==> config.mk <==
export PLATFORM = sky130hd
export DESIGN_NAME = pixel_queue
export DESIGN_NICKNAME = d
export VERILOG_FILES = /design/src/rtl/tiny_canvas_pkg.sv /design/src/rtl/pixel_queue_mem.sv /design/src/rtl/pixel_queue.sv
export SDC_FILE = /design/constraint.sdc
export NUM_CORES = 1
export LEC_CHECK = 0
export CORE_UTILIZATION = 50
export CTS_BUF_LIST = sky130_fd_sc_hd__clkbuf_16
export DETAILED_ROUTE_END_ITERATION = 8
export PLACE_DENSITY = 0.7
export SYNTH_ARGS = -nofsm -noshare
export SYNTH_HDL_FRONTEND = slang
export SYNTH_SLANG_ARGS = --single-unit
==> constraint.sdc <==
create_clock -name clk -period 3.7 [get_ports clk]
set_clock_uncertainty 0.2 [all_clocks]
set_input_delay 0.555 -clock clk [delete_from_list [all_inputs] [get_ports clk]]
set_output_delay 0.555 -clock clk [all_outputs]
set_load 0.02 [all_outputs]
==> src/rtl/tiny_canvas_pkg.sv <==
// Shared types and constants for the tiny canvas pixel path.
package tiny_canvas_pkg;

  typedef struct packed {
    logic [7:0] x;
    logic [7:0] y;
    logic [2:0] c;
  } pixel_t;

  localparam int PIXQ_DEPTH = 16;
  localparam logic [7:0] DROP_MAX = 8'hFF;

endpackage

==> src/rtl/pixel_queue_mem.sv <==
// Pixel storage for pixel_queue: synchronous write, asynchronous read, no reset.
module pixel_queue_mem
  import tiny_canvas_pkg::*;
#(
  parameter int DEPTH  = PIXQ_DEPTH,
  parameter int ADDR_W = 4
) (
  input  logic              clk,
  input  logic              we,
  input  logic [ADDR_W-1:0] waddr,
  input  pixel_t            wdata,
  input  logic [ADDR_W-1:0] raddr,
  output pixel_t            rdata
);

  pixel_t mem [DEPTH];

  always_ff @(posedge clk) begin
    if (we) mem[waddr] <= wdata;
  end

  assign rdata = mem[raddr];

endmodule

==> src/rtl/pixel_queue.sv <==
// First-word-fall-through pixel queue with consecutive-duplicate filtering,
// sticky overflow flag and saturating drop counter.
module pixel_queue
  import tiny_canvas_pkg::*;
#(
  parameter int DEPTH  = PIXQ_DEPTH,
  parameter int ADDR_W = 4,
  parameter int DEDUP  = 1
) (
  input  logic            clk,
  input  logic            rst,
  input  logic            clear,
  input  logic            push,
  input  logic [7:0]      x_in,
  input  logic [7:0]      y_in,
  input  logic [2:0]      c_in,
  input  logic            pop,
  output logic [7:0]      x_out,
  output logic [7:0]      y_out,
  output logic [2:0]      c_out,
  output logic            out_valid,
  output logic            full,
  output logic [ADDR_W:0] count,
  output logic            overflow,
  output logic [7:0]      drop_cnt
);

  localparam logic [ADDR_W:0] FULL_COUNT = (ADDR_W + 1)'(DEPTH);

  logic [ADDR_W-1:0] wr_ptr;
  logic [ADDR_W-1:0] rd_ptr;
  logic [ADDR_W:0]   cnt;
  pixel_t            last_pix;
  logic              last_valid;
  pixel_t            in_pix;
  pixel_t            head_pix;
  pixel_t            head_sel;
  logic              is_dup;
  logic              pop_eff;
  logic              accept;
  logic              drop;

  assign in_pix    = {x_in, y_in, c_in};
  assign out_valid = (cnt != '0);
  assign full      = (cnt == FULL_COUNT);
  assign count     = cnt;

  // A full queue still accepts a push when the head leaves in the same cycle.
  assign is_dup  = (DEDUP != 0) && last_valid && (in_pix == last_pix);
  assign pop_eff = pop && out_valid;
  assign accept  = push && !is_dup && (!full || pop_eff);
  assign drop    = push && !is_dup && !accept;

  always_ff @(posedge clk or posedge rst) begin
    if (rst) begin
      wr_ptr     <= '0;
      rd_ptr     <= '0;
      cnt        <= '0;
      last_pix   <= '0;
      last_valid <= 1'b0;
      overflow   <= 1'b0;
      drop_cnt   <= '0;
    end else if (clear) begin
      wr_ptr     <= '0;
      rd_ptr     <= '0;
      cnt        <= '0;
      last_valid <= 1'b0;
      overflow   <= 1'b0;
      drop_cnt   <= '0;
    end else begin
      if (accept) begin
        wr_ptr     <= wr_ptr + ADDR_W'(1);
        last_pix   <= in_pix;
        last_valid <= 1'b1;
      end
      if (pop_eff) rd_ptr <= rd_ptr + ADDR_W'(1);
      case ({accept, pop_eff})
        2'b10:   cnt <= cnt + (ADDR_W + 1)'(1);
        2'b01:   cnt <= cnt - (ADDR_W + 1)'(1);
        default: cnt <= cnt;
      endcase
      if (drop) begin
        overflow <= 1'b1;
        if (drop_cnt != DROP_MAX) drop_cnt <= drop_cnt + 8'd1;
      end
    end
  end

  pixel_queue_mem #(
    .DEPTH  (DEPTH),
    .ADDR_W (ADDR_W)
  ) u_mem (
    .clk   (clk),
    .we    (accept && !clear),
    .waddr (wr_ptr),
    .wdata (in_pix),
    .raddr (rd_ptr),
    .rdata (head_pix)
  );

  assign head_sel = out_valid ? head_pix : '0;
  assign x_out    = head_sel.x;
  assign y_out    = head_sel.y;
  assign c_out    = head_sel.c;

endmodule

==> run metrics <==
outcome=finished clean; crit path kind=reg -> out; Seq/Total Area, Yosys=72.63%; Placed Instance Area=15650 µm²; first-pass GRT wire length=46940 µm; Avg Synthesized Cell Area=20.64 µm²; layout cells sized above 1=32.20%; Syn-to-layout area delta=19.74%; Post-synth ARST share=12.14%; Worst EP arrival=2810 ps; Total GRT Usage=22.64%; max_slew headroom=35.42%; DR pass1 iterations=5; max-cap violations=0; post-DP HPWL=19430 µm; top cells by area, synth=edfxtp_1 (65%), mux4_2 (15%), dfrtp_1 (7.5%); area of the multi-input gates=3709 µm²; total number of vias=7189; top cell type's share of synthesized area=65.13%; startpoint types=register; GPL Wtd Cong=0.8463; number of synthesized flops with an enable pin=304; root buf cell=clkbuf_16; fin area=16780 µm²; most frequent cells in the layout=edfxtp_1 (304), mux4_2 (95), buf_4 (76); P per Cell Area=626.0 nW/µm²; vias in the first global route=7650; Setup TNS=0 ps; flops & latches, synth=346; CP endpoint kind=output pin; critical-path cell list=buf_12 > buf_12 > mux4_2 > mux4_2 > nor2b_1 > dlygate4sd2_1; Antenna Nets Post-Route=0; Final Max Slew Viols=0; Fmax=280.1 MHz; Setup violations, final=0; Final period util=96.49%; I/O pin count=59; Port Buffers=58; Die X=169.4 µm; total CTS buffers=35; synth unique cells=51; crit-path max cell delay=530 ps; HP Class=in -> async; Rows=60; IR drop worst, VDD=502.3 µV; antenna violations before repair=0; reg-to-reg critical path endpoint=count[4]$_DFFE_PP0P_; Sink Count=346; largest net degree at the start of global routing=44; Seq. cell area=10180 µm²; Clock Path Buffers=3; Post-route DRC=0; commonest non-fill, non-tap cell in the layout=edfxtp_1; final worst path period need=3570 ps; final WL=30620 µm; Starting Density=51.43%; dominant synthesized flop cell=edfxtp_1; Tot Pwr=10.51 mW; Antenna Cells=0; Die Area=28700 µm²; Congestion Overflow GR=0; clock-pin slew on the worst setup and hold paths=60 ps; Final Hold Viols=0; worst-margin pin slew=966.2 ps; Mapped Area=14020 µm²; area leader, netlist=edfxtp_1; DP Worst Slack=-211.5 ps; crit-path max FO=22; R2R Path Start=last_pix[17]$_DFFE_PP0P_; routed len/inst=25.04 µm; yosys warns=0; CTS tree=yes; H-tree levels=2; Static Leak=5.684 nW; Synth Instances=679; fillers=1894; Synth Net Count=713; Req. time, crit path=2940 ps; worst reg2reg path depth=11; Die Y=169.4 µm; core area=27250 µm²; final worst slack=130.0 ps; final hold slack=205.6 ps; nets@finish=858; reg2reg setup slack=470 ps; via/cell ratio=5.878; clk_lat worst skew=520 ps; Critical-path top delay cell=mux4_2; RSZ-0062 raised after global routing=no; First DRT Iteration DRCs=813
[cell families (layout without fill, tap and decap cells)]
kind of cell / Yosys count / after routing / share of synthesized area (%)
flip-flops: 346 / 346 / 72.63
multiplexers: 120 / 120 / 17.23
AND/OR/NAND/NOR: 96 / 96 / 4.107
buffers and inverters: 47 / 219 / 1.526
AO/OA/AOI/OAI: 31 / 31 / 1.750
XOR/XNOR: 29 / 29 / 1.812
adder cells (fa/ha/maj): 10 / 10 / 0.9463
[worst max-delay path by stage]
stage / slack [ps] / start / depth (start not counted) / to
after detailed placement: -210 / c_in[2] / 11 / count[4]$_DFFE_PP0P_
final: 130 / rd_ptr[0]$_DFFE_PP0P_ / 6 / x_out[3]
after floorplan: -400 / x_in[4] / 6 / u_mem.mem[0][0]$_DFFE_PP_
after CTS: 10 / rd_ptr[0]$_DFFE_PP0P_ / 6 / y_out[1]
after global placement: -120 / c_in[2] / 13 / count[4]$_DFFE_PP0P_
after global routing: 50 / rd_ptr[0]$_DFFE_PP0P_ / 6 / y_out[7]
[cell usage after synthesis (all sizes together), types with 3 or more instances]
cell type  instances
mux4              95
a21oi              8
o31ai              4
dfrtp             42
nand3              8
mux2              20
ha                 9
buf               14
nor3               5
nor2              20
nor2b             20
nand2             16
edfxtp           304
mux2i              5
xnor2              4
nor4b              3
o211ai             3
clkbuf            19
xor2              25
and3               6
nor4               8
or4                4
o21ai              6
inv               14
[routing by layer]
metal	share of wire, %	global-route usage (%)	routed length (µm)	vias to the layer above
met4	2.2	7.011	687	0
met2	51	37.27	15500	305
met1	40	30.75	12350	3772
li1	-	-	-	3059
met5	0	0	0	-
met3	6.8	4.501	2084	53
[registers in the layout, summed over array words and instances, names as in the netlist]
signal	flops
last_valid	1
u_mem.mem	304
count	5
drop_cnt	8
rd_ptr	4
overflow	1
last_pix	19
wr_ptr	4
[worst max-delay path: cells and delay by family, from the launching register on]
| kind | cells | cell delay, ps |
|---|---|---|
| buffers and inverters | 3 | 680 |
| and+or+nand+nor | 1 | 160 |
| DFF | 1 | 430 |
| muxes | 2 | 1010 |
[cell type report]
cell class / instances / area share [%]
Sequential cell: 346 / 60.69
Clock inverter: 29 / 1.312
Clock buffer: 35 / 5.219
Inverter: 14 / 0.3131
Timing Repair Buffer: 141 / 7.597
Multi-Input combinational cell: 286 / 22.10
Tap cell: 372 / 2.773
[what timing repair did]
action	CTS	global route
setup endpoints to repair	19	2
cloned	0	0
hold buffers	0	0
setup buffers	6	0
gates resized for setup	17	2
[metrics by stage]
| stage | utilization, % | instances |
|---|---|---|
| 6_report | 61.58 | 1223 |
| 2_1_floorplan | - | 679 |
| 3_3_place_gp | 57.41 | 1153 |
| 5_1_grt | 61.58 | 1223 |
| 4_1_cts | 61.57 | 1223 |
| 3_5_place_dp | 57.41 | 1153 |
[power breakdown]
| group | switching [mW] | total (mW) | internal (mW) |
|---|---|---|---|
| Sequential | 0.0981 | 4.47 | 4.37 |
| Clock | 1.42 | 3.36 | 1.94 |
| Combinational | 1.35 | 2.68 | 1.33 |
| Total | 2.86 | 10.5 | 7.64 |
Power figures use the tool's default switching activity.
